==> src/rtl/fifo_write_arbiter.sv <==
// Round-robin arbiter sharing one FIFO write port among NUM_REQ producers.
// A grant is held until the requester's last beat or MAX_BURST beats; the data path is purely combinational.
module fifo_write_arbiter #(
    parameter int BITS      = 32,
    parameter int NUM_REQ   = 4,
    parameter int MAX_BURST = 8,
    localparam int GID_W    = (NUM_REQ > 1) ? $clog2(NUM_REQ) : 1,
    localparam int CNT_W    = (MAX_BURST > 1) ? $clog2(MAX_BURST) : 1
) (
    input  logic                           clk_i,
    input  logic                           rst_i,
    input  logic [NUM_REQ-1:0]             req_valid_i,
    input  logic [NUM_REQ-1:0][BITS-1:0]   req_data_i,
    input  logic [NUM_REQ-1:0]             req_last_i,
    output logic [NUM_REQ-1:0]             req_ready_o,
    output logic                           fifo_wr_en_o,
    output logic [BITS-1:0]                fifo_wr_data_o,
    input  logic                           fifo_wr_full_i,
    output logic                           grant_active_o,
    output logic [GID_W-1:0]               grant_id_o
);

    localparam logic [0:0] ST_IDLE  = 1'b0;
    localparam logic [0:0] ST_BURST = 1'b1;

    logic [0:0]       state_q, state_d;
    logic [GID_W-1:0] grant_id_q, grant_id_d;
    logic [GID_W-1:0] rr_ptr_q, rr_ptr_d;
    logic [CNT_W-1:0] beat_cnt_q, beat_cnt_d;

    logic                          in_burst;
    logic                          accept;
    logic                          release_now;
    logic                          any_valid;
    logic [GID_W-1:0]              pick;
    logic [NUM_REQ-1:0]            hit;
    logic [NUM_REQ-1:0][GID_W-1:0] cand;

    // cand[k] is the requester k places after rr_ptr, wrapped modulo NUM_REQ
    for (genvar gi = 0; gi < NUM_REQ; gi++) begin : g_scan
        logic [GID_W:0] sum;
        assign sum       = {1'b0, rr_ptr_q} + (GID_W+1)'(gi);
        assign cand[gi]  = (sum >= (GID_W+1)'(NUM_REQ)) ? GID_W'(sum - (GID_W+1)'(NUM_REQ))
                                                        : GID_W'(sum);
        assign hit[gi]   = req_valid_i[cand[gi]];
    end

    always_comb begin
        pick = '0;
        for (int k = NUM_REQ - 1; k >= 0; k--) begin
            if (hit[k]) begin
                pick = cand[k];
            end
        end
    end

    assign any_valid   = |req_valid_i;
    assign in_burst    = (state_q == ST_BURST);
    assign accept      = in_burst & req_valid_i[grant_id_q] & ~fifo_wr_full_i;
    assign release_now = req_last_i[grant_id_q] | (beat_cnt_q == CNT_W'(MAX_BURST - 1));

    assign fifo_wr_en_o   = accept;
    assign fifo_wr_data_o = req_data_i[grant_id_q];
    assign grant_active_o = in_burst;
    assign grant_id_o     = grant_id_q;

    for (genvar gi = 0; gi < NUM_REQ; gi++) begin : g_ready
        assign req_ready_o[gi] = in_burst & (grant_id_q == GID_W'(gi)) & ~fifo_wr_full_i;
    end

    always_comb begin
        state_d    = state_q;
        grant_id_d = grant_id_q;
        rr_ptr_d   = rr_ptr_q;
        beat_cnt_d = beat_cnt_q;
        if (state_q == ST_IDLE) begin
            if (any_valid) begin
                grant_id_d = pick;
                beat_cnt_d = '0;
                state_d    = ST_BURST;
            end
        end else if (accept) begin
            if (release_now) begin
                state_d    = ST_IDLE;
                beat_cnt_d = '0;
                rr_ptr_d   = (grant_id_q == GID_W'(NUM_REQ - 1)) ? '0 : grant_id_q + GID_W'(1);
            end else begin
                beat_cnt_d = beat_cnt_q + CNT_W'(1);
            end
        end
    end

    always_ff @(posedge clk_i or posedge rst_i) begin
        if (rst_i) begin
            state_q    <= ST_IDLE;
            grant_id_q <= '0;
            rr_ptr_q   <= '0;
            beat_cnt_q <= '0;
        end else begin
            state_q    <= state_d;
            grant_id_q <= grant_id_d;
            rr_ptr_q   <= rr_ptr_d;
            beat_cnt_q <= beat_cnt_d;
        end
    end

endmodule

==> config.mk <==
export PLATFORM = sky130hd
export DESIGN_NAME = fifo_write_arbiter
export DESIGN_NICKNAME = d
export VERILOG_FILES = /design/src/rtl/fifo_write_arbiter.sv
export SDC_FILE = /design/constraint.sdc
export NUM_CORES = 1
export LEC_CHECK = 0
export ABC_AREA = 1
export BUFFER_PORTS_ARGS = -buffer_cell sky130_fd_sc_hd__buf_2
export CAP_MARGIN = 20
export CORE_MARGIN = 5
export CORE_UTILIZATION = 35
export CTS_CLUSTER_SIZE = 30
export DETAILED_ROUTE_END_ITERATION = 8
export PLACE_DENSITY = 0.86
export SLEW_MARGIN = 15
export SYNTH_ARGS = -nofsm -noshare
export SYNTH_HDL_FRONTEND = slang
export SYNTH_SLANG_ARGS = --single-unit
export TNS_END_PERCENT = 5
==> constraint.sdc <==
create_clock -name clk_i -period 1.9 [get_ports clk_i]
set_clock_uncertainty 0.15 [all_clocks]
set_input_delay 0.19 -clock clk_i [delete_from_list [all_inputs] [get_ports clk_i]]
set_output_delay 0.19 -clock clk_i [all_outputs]
set_load 0.005 [all_outputs]
==> out/results.ini <==
[finish]
fillers=422
nets=604
antennaDiodeCount=0
drive_gt1_share_pct=43.7
syn2layout_area_growth_pct=61.4

[clock_tree]
numCtsBuffers=3
clock_latency_ps=230
clkTransAtPathRegs_ps=40
cts-htree-levels=1
cts-root-buf=clkbuf_8
clock-sinks=8
post_cts_buffers=0
cts.path.max_buffers=2
cts_tree=done

[logic_synthesis]
ys_seq_elements=8
synth_edf_count=0
synth_most_common_cell=nor2_1
netlist_top_cells_count=nor2_1 (70), o21ai_0 (67), nand2_1 (36)
synth_area_leader_cell=o21ai_0
netlist_instances=290
netlist.area_leader.share_pct=21.1
synthTopCellsByArea=o21ai_0 (21%), nor2_1 (17%), dfrtp_1 (13%), o22ai_1 (13%), nand2_1 (8.5%)
seq_area_frac_synth_pct=12.6
syn_nets=435
yosys_warnings=0
synth_area_um2=1590
avgSynthCellArea_um2=5.48
ys.flop_type=dfrtp_1
synthDistinctLibCells=26
async_reset_ff_share_pct=100

[place]
dp_hpwl_um=5670
portBuffers=178
gp_congestion=1.04

[global_route]
antenna_found_initial=0
grt_use_total_pct=20.8
grt_max_degree=31
grt_pass1_wl_um=10700
grt_pass1_vias=2407
grt_overflow=0

[sta]
fin_crit_ps=1820
rsz0062_at_grt=false
max_slew_margin_pct=77.3
worstMarginPinSlew_ps=340
setup_violations=0
slew_viol_final=0
max_freq_mhz=549
fin_tns_setup_ps=0
fin_crit_sh_pct=95.9
hold_viol_final=0

[hold_path]
hp-class=input pin to flip-flop

[power_and_ir_drop]
power_leakage_nw=1.45
vdd.ir_drop.worst_mv=0.573
sequentialPowerShare_pct=10.2
p_comb_share_pct=83.4
total_power_mw=3.36
p_switching_mw=1.78
p_int_mw=1.58
clkPwrFrac_pct=6.5
switching_share_pct=53.0
power.density_nw_per_um2=1310

[worst_setup_path]
crit_family=flip-flops
required_ps=1560
path_class=flip-flop to primary output
cpPeakStageDelay_ps=440
cp.arrival_ps=1480
crit_fanout=24
cp_cell_sequence=buf_4 -> o211ai_1 -> nand2_1 -> nand2_4 -> inv_1 -> buf_2
cp-end-kind=primary output
slowest_stage=dfrtp_2
critPathLaunchType=flip-flop
worst-path-buf-inv=3

[route]
num_vias=2647
detail_route.wl_per_cell_um=13.6
firstDrtPassIters=5
drt_iter0_drc=136
vias_per_cell=5.19
drc_errors=0
ant_nets=0
routed_wl_um=6950

[floorplan]
coreArea_um2=4380
die_w_um=77.4
die_h_um=77.4
row_count=24
die-area_um2=5980
io_pins=179
start_util_pct=36.2

[status]
status=finished clean

[flow_run]
cap_viol_max_count=0

## worst register-to-register path: stages, from the launching register on
cell	delay (ps)
dfrtp_2	410
buf_4	260
nand2_1	90
a21oi_1	160
inv_1	60
nand2_1	80
inv_1	70
nor2_4	120
o21ai_0	90
## state kept, by name, summed over array words and instances (netlist names)
name,flops
grant_active_o,1
grant_id_o,2
rr_ptr_q,2
beat_cnt_q,3
## per-layer routing
metal	GRT usage (%)	part of all wire (%)	up-vias	wire, um
li1	-	-	1332	-
met1	25.3	39	1157	2690
met2	35.9	49	140	3400
met3	4.51	9.6	18	669
met4	7.22	2.6	0	182
met5	0	0	-	0
## power by group through the flow
| stage | Combinational, mW | Sequential (mW) | Clock [mW] |
|---|---|---|---|
| finish | 2.80 | 0.341 | 0.217 |
| global placement | 2.74 | 0.332 | 0 |
| detailed placement | 2.80 | 0.336 | 0 |
| global route | 3.15 | 0.351 | 0.230 |
| floorplan | 1.85 | 0.302 | 0 |
| CTS | 2.81 | 0.334 | 0.224 |
## repair_timing
action,CTS,global route
resized for setup,0,1
setup endpoints to repair,0,12
hold buffers,1,0
endpoints found under the hold margin,8,0
## metrics by stage
step | util, % | worst slack, ps | cell area [um2] | hold WS [ps] | std cells
final | 58.4 | 78.4 | 2560 | 207 | 510
after global routing | 58.4 | 7.62 | 2560 | 257 | 510
after CTS | 58.4 | 49.4 | 2560 | 199 | 510
after detailed placement | 57.1 | 278 | 2500 | 0.978 | 505
after global placement | 57.1 | 329 | 2500 | -2.12 | 505
after floorplan | - | 334 | 1590 | -144 | 290
## cell type report
cell class              instances  area, um2  area share [%]
inverters                      18       72.6            2.83
clock buffers                   4       45.0            1.76
multi-input cells             241       1190            46.5
repair buffers                187        986            38.5
flip-flops and latches          8        201            7.86
well taps                      52       65.1            2.54
## worst paths after layout
kind,start,end,slack [ps],cells past startpoint
worst max-delay path,grant_id_o[0],fifo_wr_en_o,80,6
worst min-delay path,req_valid_i[0],grant_active_o,210,3
worst max register to register,grant_id_o[0],grant_active_o,280,8
worst min register to register,beat_cnt_q[0],beat_cnt_q[0],330,1
max in group asynchronous,rst_i,grant_id_o[0],1040,3
min in group asynchronous,rst_i,rr_ptr_q[0],300,3
## cells by family after synthesis
logic type,Yosys count,share of synthesized area [%]
muxes,1,0.630
DFF,8,12.6
buffers and inverters,41,12.3
and+or+nand+nor,127,32.6
adders and majority gates,6,4.73
AOI/OAI and AO/OA,107,37.1
## cell usage in the layout, fill, tap and decap left out, types with 2 or more instances in the layout
master,n
o21ai_1,2
inv_2,2
clkbuf_8,3
nor2_1,70
inv_1,15
dfrtp_1,7
buf_2,178
a21oi_1,2
o21ai_2,2
o22ai_1,32
nand3_1,16
nand2_1,36
buf_12,2
o21ai_0,67
ha_1,6
buf_4,6
Note: power is estimated with default switching activity, not from simulation.
